===== src/rtl/uart_rx_if.sv =====
// UART receiver bus: serial input with its 16x baud tick, and the
// received-byte result signals. The receiver uses the slave modport.
interface uart_rx_if;
    logic       clk_bd;
    logic       rx;
    logic [7:0] dataout;
    logic       rdsig;
    logic       dataerror;
    logic       frameerror;
    logic       busy;

    modport master (
        output clk_bd, rx,
        input  dataout, rdsig, dataerror, frameerror, busy
    );

    modport slave (
        input  clk_bd, rx,
        output dataout, rdsig, dataerror, frameerror, busy
    );
endinterface


===== src/rtl/uart_rx.sv =====
// UART receiver: start, 8 data bits LSB first, parity, stop; 16 ticks/bit.
// Optional macro UART_RX_MAJORITY_EN: each bit is the 2-of-3 majority of
// the samples at ticks 6, 7 and 8, decided at tick 8 (otherwise the
// single sample at tick 7 is used).
module uart_rx #(
    parameter logic PARITYMODE = 1'b0
) (
    input logic       clk,
    input logic       rst,
    uart_rx_if.slave  bus
);

`ifdef UART_RX_MAJORITY_EN
    localparam logic [3:0] SAMP = 4'd8;
`else
    localparam logic [3:0] SAMP = 4'd7;
`endif

    typedef enum logic [2:0] {IDLE, START, DATA, PARITY, STOP} state_t;

    state_t     state;
    logic [3:0] tick_cnt;
    logic [2:0] bit_idx;
    logic [7:0] shreg;
    logic       par_bit;
    logic       stop_bit;
    logic       done;
    logic       rx_s1, rx_s2, rx_prev;
    logic       bit_val;
    logic       sample;
    logic       bit_end;

    // Two-stage synchronizer plus one delayed copy for 1->0 edge detection.
    always_ff @(posedge clk or posedge rst) begin
        if (rst) begin
            rx_s1   <= 1'b1;
            rx_s2   <= 1'b1;
            rx_prev <= 1'b1;
        end else begin
            rx_s1   <= bus.rx;
            rx_s2   <= rx_s1;
            rx_prev <= rx_s2;
        end
    end

`ifdef UART_RX_MAJORITY_EN
    logic s6, s7;

    // Capture the early samples; the third one is the live value at tick 8.
    always_ff @(posedge clk or posedge rst) begin
        if (rst) begin
            s6 <= 1'b1;
            s7 <= 1'b1;
        end else if (bus.clk_bd) begin
            if (tick_cnt == 4'd6) s6 <= rx_s2;
            if (tick_cnt == 4'd7) s7 <= rx_s2;
        end
    end

    assign bit_val = (s6 & s7) | (s6 & rx_s2) | (s7 & rx_s2);
`else
    assign bit_val = rx_s2;
`endif

    assign sample  = bus.clk_bd && (tick_cnt == SAMP);
    assign bit_end = bus.clk_bd && (tick_cnt == 4'd15);

    // Frame FSM; results are published one clk after the stop sample.
    always_ff @(posedge clk or posedge rst) begin
        if (rst) begin
            state          <= IDLE;
            tick_cnt       <= 4'd0;
            bit_idx        <= 3'd0;
            shreg          <= 8'h00;
            par_bit        <= 1'b0;
            stop_bit       <= 1'b1;
            done           <= 1'b0;
            bus.dataout    <= 8'h00;
            bus.rdsig      <= 1'b0;
            bus.dataerror  <= 1'b0;
            bus.frameerror <= 1'b0;
            bus.busy       <= 1'b0;
        end else begin
            bus.rdsig <= 1'b0;
            done      <= 1'b0;
            if (done) begin
                bus.dataout    <= shreg;
                bus.dataerror  <= par_bit ^ (^shreg) ^ PARITYMODE;
                bus.frameerror <= ~stop_bit;
                bus.rdsig      <= 1'b1;
            end
            if (state != IDLE && bus.clk_bd)
                tick_cnt <= tick_cnt + 4'd1;
            case (state)
                IDLE: begin
                    // Ticks are ignored here; only a fresh falling edge starts a frame.
                    if (rx_prev && !rx_s2) begin
                        tick_cnt <= 4'd0;
                        bit_idx  <= 3'd0;
                        bus.busy <= 1'b1;
                        state    <= START;
                    end
                end
                START: begin
                    if (sample && bit_val) begin
                        state    <= IDLE;
                        bus.busy <= 1'b0;
                    end else if (bit_end) begin
                        state <= DATA;
                    end
                end
                DATA: begin
                    if (sample) shreg[bit_idx] <= bit_val;
                    if (bit_end) begin
                        if (bit_idx == 3'd7) state <= PARITY;
                        else bit_idx <= bit_idx + 3'd1;
                    end
                end
                PARITY: begin
                    if (sample)  par_bit <= bit_val;
                    if (bit_end) state   <= STOP;
                end
                STOP: begin
                    // Leave mid-stop so the next start edge can be seen early.
                    if (sample) begin
                        stop_bit <= bit_val;
                        done     <= 1'b1;
                        bus.busy <= 1'b0;
                        state    <= IDLE;
                    end
                end
                default: state <= IDLE;
            endcase
        end
    end

endmodule


===== src/flat_wrapper.sv =====
// flat-port wrapper written by rule: the top's interface ports become plain ports
module uart_rx_flat 
#(
    parameter logic PARITYMODE = 1'b0
)
  (clk, rst, bus_clk_bd, bus_rx, bus_dataout, bus_rdsig, bus_dataerror, bus_frameerror, bus_busy);
  uart_rx_if bus_i ();
  input logic clk;
  input logic rst;
  input wire logic [$bits(bus_i.clk_bd)-1:0] bus_clk_bd;
  input wire logic [$bits(bus_i.rx)-1:0] bus_rx;
  output wire logic [$bits(bus_i.dataout)-1:0] bus_dataout;
  output wire logic [$bits(bus_i.rdsig)-1:0] bus_rdsig;
  output wire logic [$bits(bus_i.dataerror)-1:0] bus_dataerror;
  output wire logic [$bits(bus_i.frameerror)-1:0] bus_frameerror;
  output wire logic [$bits(bus_i.busy)-1:0] bus_busy;
  assign bus_i.clk_bd = bus_clk_bd;
  assign bus_i.rx = bus_rx;
  assign bus_dataout = bus_i.dataout;
  assign bus_rdsig = bus_i.rdsig;
  assign bus_dataerror = bus_i.dataerror;
  assign bus_frameerror = bus_i.frameerror;
  assign bus_busy = bus_i.busy;
  uart_rx #(.PARITYMODE(PARITYMODE)) u_core (.clk(clk), .rst(rst), .bus(bus_i));
endmodule

===== config.mk =====
export PLATFORM = sky130hd
export DESIGN_NAME = uart_rx_flat
export DESIGN_NICKNAME = d
export VERILOG_FILES = /design/src/rtl/uart_rx_if.sv /design/src/rtl/uart_rx.sv /design/src/flat_wrapper.sv
export SDC_FILE = /design/constraint.sdc
export NUM_CORES = 1
export LEC_CHECK = 0
export ABC_AREA = 0
export CORE_MARGIN = 1.5
export CORE_UTILIZATION = 51
export DETAILED_ROUTE_END_ITERATION = 16
export GPL_TIMING_DRIVEN = 0
export HOLD_SLACK_MARGIN = 0.03
export MAX_ROUTING_LAYER = met4
export PLACE_DENSITY = 0.69
export SLEW_MARGIN = 20
export SYNTH_ARGS = -nofsm -noshare
export SYNTH_HDL_FRONTEND = slang
export SYNTH_SLANG_ARGS = --single-unit

===== constraint.sdc =====
create_clock -name clk -period 4.65 [get_ports clk]
set_clock_uncertainty 0.05 [all_clocks]
set_input_delay 0.6975 -clock clk [delete_from_list [all_inputs] [get_ports clk]]
set_output_delay 0.6975 -clock clk [all_outputs]
set_load 0.05 [all_outputs]

==> results_dict.tcl, run 1 <==
set metrics [dict create \
    place_congestion 0.8271 \
    netlist_instances 136 \
    grt_max_degree 37 \
    crit_path_top_delay_cell "clkdlybuf4s50_1" \
    period_needed_ns 2.311 \
    synth-seq-cells 36 \
    nets 165 \
    synth_warnings 0 \
    path_buf_inv 1 \
    drt-total-wl_mm 2.732 \
    ys_dominant_reg_cell "dfrtp_1" \
    start_util_pct 53.81 \
    cts_setup_buffers 0 \
    total_power_w 0.0007151 \
    first_global_vias 1079 \
    slew-limit-headroom_pct 51.97 \
    fmax_mhz 432.6 \
    fillCellCount 271 \
    dp_hpwl_mm 2.016 \
    die_w_um 59.76 \
    synth-edff-count 0 \
    postRouteAntennaNets 0 \
    final_common_cell "dfrtp_1" \
    endpoint_kind "output port" \
    vias 1065 \
    drv_cap 0 \
    grt.total_usage_pct 18.48 \
    crit_arrival_ns 1.56 \
    grt_pass1_wl_mm 4.629 \
    fin_crit_sh_pct 49.71 \
    syn_area_mm2 0.001643 \
    cp-start-kind "flop" \
    first_iter_violations 37 \
    routedWlPerCell_um 13.46 \
    clockBufferDepth 2 \
    antenna_found_initial 0 \
    dpl_cell_area_mm2 0.001848 \
    ctsHoldBuffers 0 \
    fin_area_mm2 0.001904 \
    setup_violations 0 \
    cts.htree.levels 2 \
    slowest_delay_ns 0.82 \
    dieArea_mm2 0.003571 \
    synth_fp_nets 143 \
    io_buffers 15 \
    finalHoldViolCount 0 \
    cts-buffers-inserted 5 \
    cts_root_buffer "clkbuf_4" \
    layout-drive-gt1-share_pct 23.90 \
    run_status "complete, no violations" \
    core_mm2 0.003053 \
    grt-ovfl-total 0 \
    clkSinkCount 36 \
    hp-class "reg -> reg" \
    critPathMaxFanout 4 \
    path_delay_family "buffers and inverters" \
    path_cells "clkdlybuf4s50_1" \
    cts_tree "built" \
    area_growth_pct 15.92 \
    cts-resized-gates 0 \
    tightestPinTransition_ns 0.7194 \
    antennaDiodeCount 0 \
    rows 20 \
    ios 16 \
    final_util_pct 62.38 \
    power_density_mw_per_mm2 375.5 \
    post-route-drc-count 0 \
    ys_seq_area_share_pct 55.14 \
    die_h_um 59.76 \
    ir_drop_uv 205.4 \
    p_leak_nw 0.8695 \
    most-common-layout-cells "32 x dfrtp_1, 18 x mux2_2, 15 x clkdlybuf4s50_1, 11 x nor2_1, 8 x xnor2_1" \
    timing.final.max_slew_violations 0 \
    yosysUniqueCellTypes 33 \
    viasPerCell 5.246 \
    clk_pin_slew_ns 0.10 \
    rsz0062_at_grt "false" \
    async_flop_share_pct 100.0 \
    drtPass1Iterations 4 \
    syn_avg_cell_area_um2 12.08 \
    clock_latency_ns 0.35 \
    fin_tns_setup_ns 0 \
    worstPathRequired_ns 3.90 \
    critical_path_class "reg -> out" \
]
power breakdown:
| group | internal, W | switching [W] | leakage (nW) | total (W) |
|---|---|---|---|---|
| combinational | 0.0000708 | 0.000103 | 0.360 | 0.000174 |
| sequential | 0.000348 | 0.0000281 | 0.474 | 0.000376 |
| clock | 0.0000580 | 0.000107 | 0.0349 | 0.000165 |
| total | 0.000477 | 0.000238 | 0.869 | 0.000715 |
sequential cells by signal, indices dropped and copies added (netlist names), 3 cells and up:
name                flops
u_core.bus.dataout      8
u_core.shreg            8
u_core.tick_cnt         4
u_core.bit_idx          3
u_core.state            3
synth_stat cells (2+ instances only):
master	n	area share [%]
nand3_1	7	2.1
o21ai_0	2	0.61
a21oi_1	3	0.91
nor4_1	2	0.76
ha_1	3	2.3
nor2_1	11	2.5
mux2i_1	2	1.2
nor3_2	2	1.2
nand3b_1	2	0.91
buf_2	4	1.2
a32o_1	2	1.2
xnor2_1	8	4.3
nand2_1	5	1.1
mux2_2	18	12
nand2b_1	2	0.76
clkbuf_1	2	0.46
nor3_1	4	1.2
inv_1	5	1.1
dfstp_2	4	6.4
dfrtp_1	32	49
nand4_1	4	1.5
metal layers:
| layer | share of wire, % | wire length (µm) | global-route usage [%] |
|---|---|---|---|
| met5 | 0 | 0 | - |
| met4 | 1.7 | 47 | 9.206 |
| met3 | 3.6 | 98 | 5.844 |
| met2 | 50 | 1365 | 29.04 |
| met1 | 45 | 1220 | 21.23 |
path summary, 6_finish.rpt:
| path | from | endpoint | slack [ns] | depth (start not counted) |
|---|---|---|---|---|
| hold / removal | u_core.rx_s1$_DFF_PP1_ | u_core.bit_val$_DFF_PP1_ | 0.31 | 0 |
| setup reg to reg | u_core.bit_idx[1]$_DFFE_PP0P_ | u_core.bit_idx[1]$_DFFE_PP0P_ | 2.93 | 5 |
| max in group asynchronous | rst | u_core.bus.busy$_DFFE_PP0P_ | 3.36 | 2 |
| hold reg to reg | u_core.rx_s1$_DFF_PP1_ | u_core.bit_val$_DFF_PP1_ | 0.31 | 0 |
| min in group asynchronous | rst | u_core.shreg[6]$_DFFE_PP0P_ | 0.73 | 2 |
| setup / recovery | u_core.bus.busy$_DFFE_PP0P_ | bus_busy | 2.34 | 1 |
stage by stage:
stage	hold WS (ns)	instances	setup slack [ns]
finish	0.3141	203	2.339
global route	0.3219	203	2.277
CTS	0.3157	203	2.320
detailed placement	0.2996	195	2.290
global placement	0.2953	195	2.322
floorplan	0.2952	136	3.084
cell families after synthesis:
family | after synthesis | synth area share, %
muxes | 21 | 14.47
xor gates and xnor gates | 10 | 6.169
DFF | 36 | 55.14
and+or+nand+nor | 43 | 13.94
AOI/OAI and AO/OA | 12 | 5.179
adders and majority gates | 3 | 2.285
buffers and inverters | 11 | 2.818
layout make-up:
type,instances,area (µm²),area share (%)
sequential,36,905.9,47.57
multi-input combinational,89,690.7,36.27
timing repair buffer,15,150.1,7.884
tap,44,55.05,2.891
clock buffer,5,37.54,1.971
buffer,6,27.53,1.445
clock inverter,3,18.77,0.9855
inverter,5,18.77,0.9855
(Power assumes the default switching activity.)
==> run 2, diff against run 1 <==
--- a/config.mk
+++ b/config.mk
@@ -7,12 +7,12 @@
 export LEC_CHECK = 0
 export ABC_AREA = 0
 export CORE_MARGIN = 1.5
-export CORE_UTILIZATION = 51
+export CORE_UTILIZATION = 50
 export DETAILED_ROUTE_END_ITERATION = 16
 export GPL_TIMING_DRIVEN = 0
 export HOLD_SLACK_MARGIN = 0.03
 export MAX_ROUTING_LAYER = met4
-export PLACE_DENSITY = 0.69
+export PLACE_DENSITY = 0.71
 export SLEW_MARGIN = 20
 export SYNTH_ARGS = -nofsm -noshare
 export SYNTH_HDL_FRONTEND = slang
==> constraint.sdc (replaced) <==
create_clock -name clk -period 2.1 [get_ports clk]
set_clock_uncertainty 0.05 [all_clocks]
set_input_delay 0.315 -clock clk [delete_from_list [all_inputs] [get_ports clk]]
set_output_delay 0.315 -clock clk [all_outputs]
set_load 0.05 [all_outputs]
==> results_dict.tcl, run 2 (same netlist as run 1, synthesis figures left out) <==
set metrics [dict create \
    holdWs_ns 0.3117 \
    drt-total-wl_mm 2.754 \
    p_leak_nw 0.8725 \
    most-common-layout-cells "32 x dfrtp_1, 18 x mux2_2, 15 x clkdlybuf4s50_1, 11 x nor2_1, 8 x xnor2_1" \
    dpl_cell_area_mm2 0.001848 \
    place_congestion 0.8500 \
    first_iter_violations 24 \
    m1WireLength_mm 1.292 \
    fin_ws_ns 0.1870 \
    power_density_mw_per_mm2 835.3 \
    cts_tree "built" \
    crit_arrival_ns 1.55 \
    core_mm2 0.003078 \
    die_w_um 60.32 \
    post-route-drc-count 0 \
    reg2regPathDepth 5 \
    layout-drive-gt1-share_pct 23.90 \
    rr_startpoint "u_core.bit_idx[1]$_DFFE_PP0P_" \
    run_status "complete, no violations" \
    crit_path_top_delay_cell "clkdlybuf4s50_1" \
    rows 20 \
    cts_setup_buffers 0 \
    first_global_vias 1035 \
    nets 165 \
    critical_path_class "reg -> out" \
    finalNonFillerCells 203 \
    grt_max_degree 37 \
    pre_cts_ws_ns 0.1556 \
    clkSinkCount 36 \
    setup_violations 0 \
    drtPass1Iterations 5 \
    clk_pin_slew_ns 0.11 \
    area_growth_pct 16.22 \
    timing.final.max_slew_violations 0 \
    io_buffers 15 \
    crit_path_end "bus_busy" \
    path_buf_inv 1 \
    crit_cells 1 \
    r2r_end "u_core.bit_idx[2]$_DFFE_PP0P_" \
    clockBufferDepth 2 \
    crit_start "u_core.bus.busy$_DFFE_PP0P_" \
    ir_drop_uv 747.0 \
    finalHoldViolCount 0 \
    ios 16 \
    cts-resized-gates 0 \
    routedWlPerCell_um 13.57 \
    wl_met3_um 80 \
    slowest_delay_ns 0.82 \
    dieArea_mm2 0.003639 \
    final_common_cell "dfrtp_1" \
    antennaDiodeCount 0 \
    cts_root_buffer "clkbuf_4" \
    die_h_um 60.32 \
    fin_tns_setup_ns 0 \
    rsz0062_at_grt "false" \
    cts.htree.levels 2 \
    grt-ovfl-total 0 \
    hp-class "reg -> reg" \
    slew-limit-headroom_pct 51.95 \
    ctsHoldBuffers 0 \
    vias 1055 \
    drv_cap 0 \
    path_cells "clkdlybuf4s50_1" \
    postRouteAntennaNets 0 \
    antenna_found_initial 0 \
    dp_hpwl_mm 1.974 \
    grt.total_usage_pct 18.94 \
    fin_area_mm2 0.001909 \
    cp-start-kind "flop" \
    cts-buffers-inserted 5 \
    r2r_slack_ns 0.35 \
    worstPathRequired_ns 1.74 \
    top_layer "met4" \
    viasPerCell 5.197 \
    critPathMaxFanout 4 \
    grt_pass1_wl_mm 4.781 \
    start_util_pct 53.37 \
    dp.cells 195 \
    fin_crit_sh_pct 91.10 \
    wl_met2_mm 1.344 \
    path_delay_family "buffers and inverters" \
    period_needed_ns 1.913 \
    clock_latency_ns 0.33 \
    endpoint_kind "output port" \
    top_regs "u_core.bus.dataout (8), u_core.shreg (8), u_core.tick_cnt (4)" \
    tightestPinTransition_ns 0.7197 \
    fmax_mhz 522.7 \
]
==> run 2: cell count changes in the layout (fill, tap and decap cells not counted), sizes merged <==
cell    before  now
clkinv       3    2
clkbuf       7    8
==> run 2: worst min path at each step <==
stage / startpoint / end / slack [ns] / cells after the start
detailed placement: u_core.rx_s1$_DFF_PP1_ / u_core.bit_val$_DFF_PP1_ / 0.30 / 0
floorplan: bus_rx / u_core.rx_s1$_DFF_PP1_ / 0.27 / 0
global placement: u_core.rx_s1$_DFF_PP1_ / u_core.bit_val$_DFF_PP1_ / 0.30 / 0
finish: u_core.rx_s1$_DFF_PP1_ / u_core.bit_val$_DFF_PP1_ / 0.31 / 0
CTS: u_core.rx_s1$_DFF_PP1_ / u_core.bit_val$_DFF_PP1_ / 0.31 / 0
global route: bus_rx / u_core.rx_s1$_DFF_PP1_ / 0.32 / 1
==> run 2: power breakdown <==
group,switching [W],internal (W)
Combinational,0.000229,0.000156
Sequential,0.0000641,0.000770
Clock,0.000216,0.000159
Total,0.000510,0.00109
==> run 2: layout make-up <==
| class | count | area [µm²] |
|---|---|---|
| clock inverters | 2 | 10.01 |
| well taps | 44 | 55.05 |
| clock buffers | 6 | 51.30 |
| multi-input cells | 89 | 690.7 |
| plain buffers | 6 | 27.53 |
| fillers | 268 | 1169 |
| repair buffers | 15 | 150.1 |
| flip-flops and latches | 36 | 905.9 |
| inverters | 5 | 18.77 |
==> run 2: worst reg2reg max path: stages, from the launching register on <==
cell,delay [ns]
dfrtp_1,0.43
ha_1,0.20
ha_1,0.22
nor3_2,0.26
o21ai_0,0.21
a32o_1,0.27
==> run 2: routing by layer <==
layer / up-vias / GRT usage, %
met5: - / -
met1: 508 / 25.14
met3: 4 / 4.762
li1: 526 / -
met4: 0 / 8.889
met2: 17 / 27.17
==> run 2: through the flow <==
step	total power (W)	utilization (%)
floorplan	0.001141	-
global placement	0.001215	60.04
detailed placement	0.001232	60.04
CTS	0.001609	62.03
global route	0.001703	62.03
finish	0.001595	62.03
==> run 3, diff against run 2 <==
--- a/config.mk
+++ b/config.mk
@@ -10,7 +10,7 @@
 export CORE_UTILIZATION = 50
 export DETAILED_ROUTE_END_ITERATION = 16
 export GPL_TIMING_DRIVEN = 0
-export HOLD_SLACK_MARGIN = 0.03
+export HOLD_SLACK_MARGIN = 0.06
 export MAX_ROUTING_LAYER = met4
 export PLACE_DENSITY = 0.71
 export SLEW_MARGIN = 20
==> results of run 3 <==
No change in the layout: final DEF, timing and power equal those of run 2.
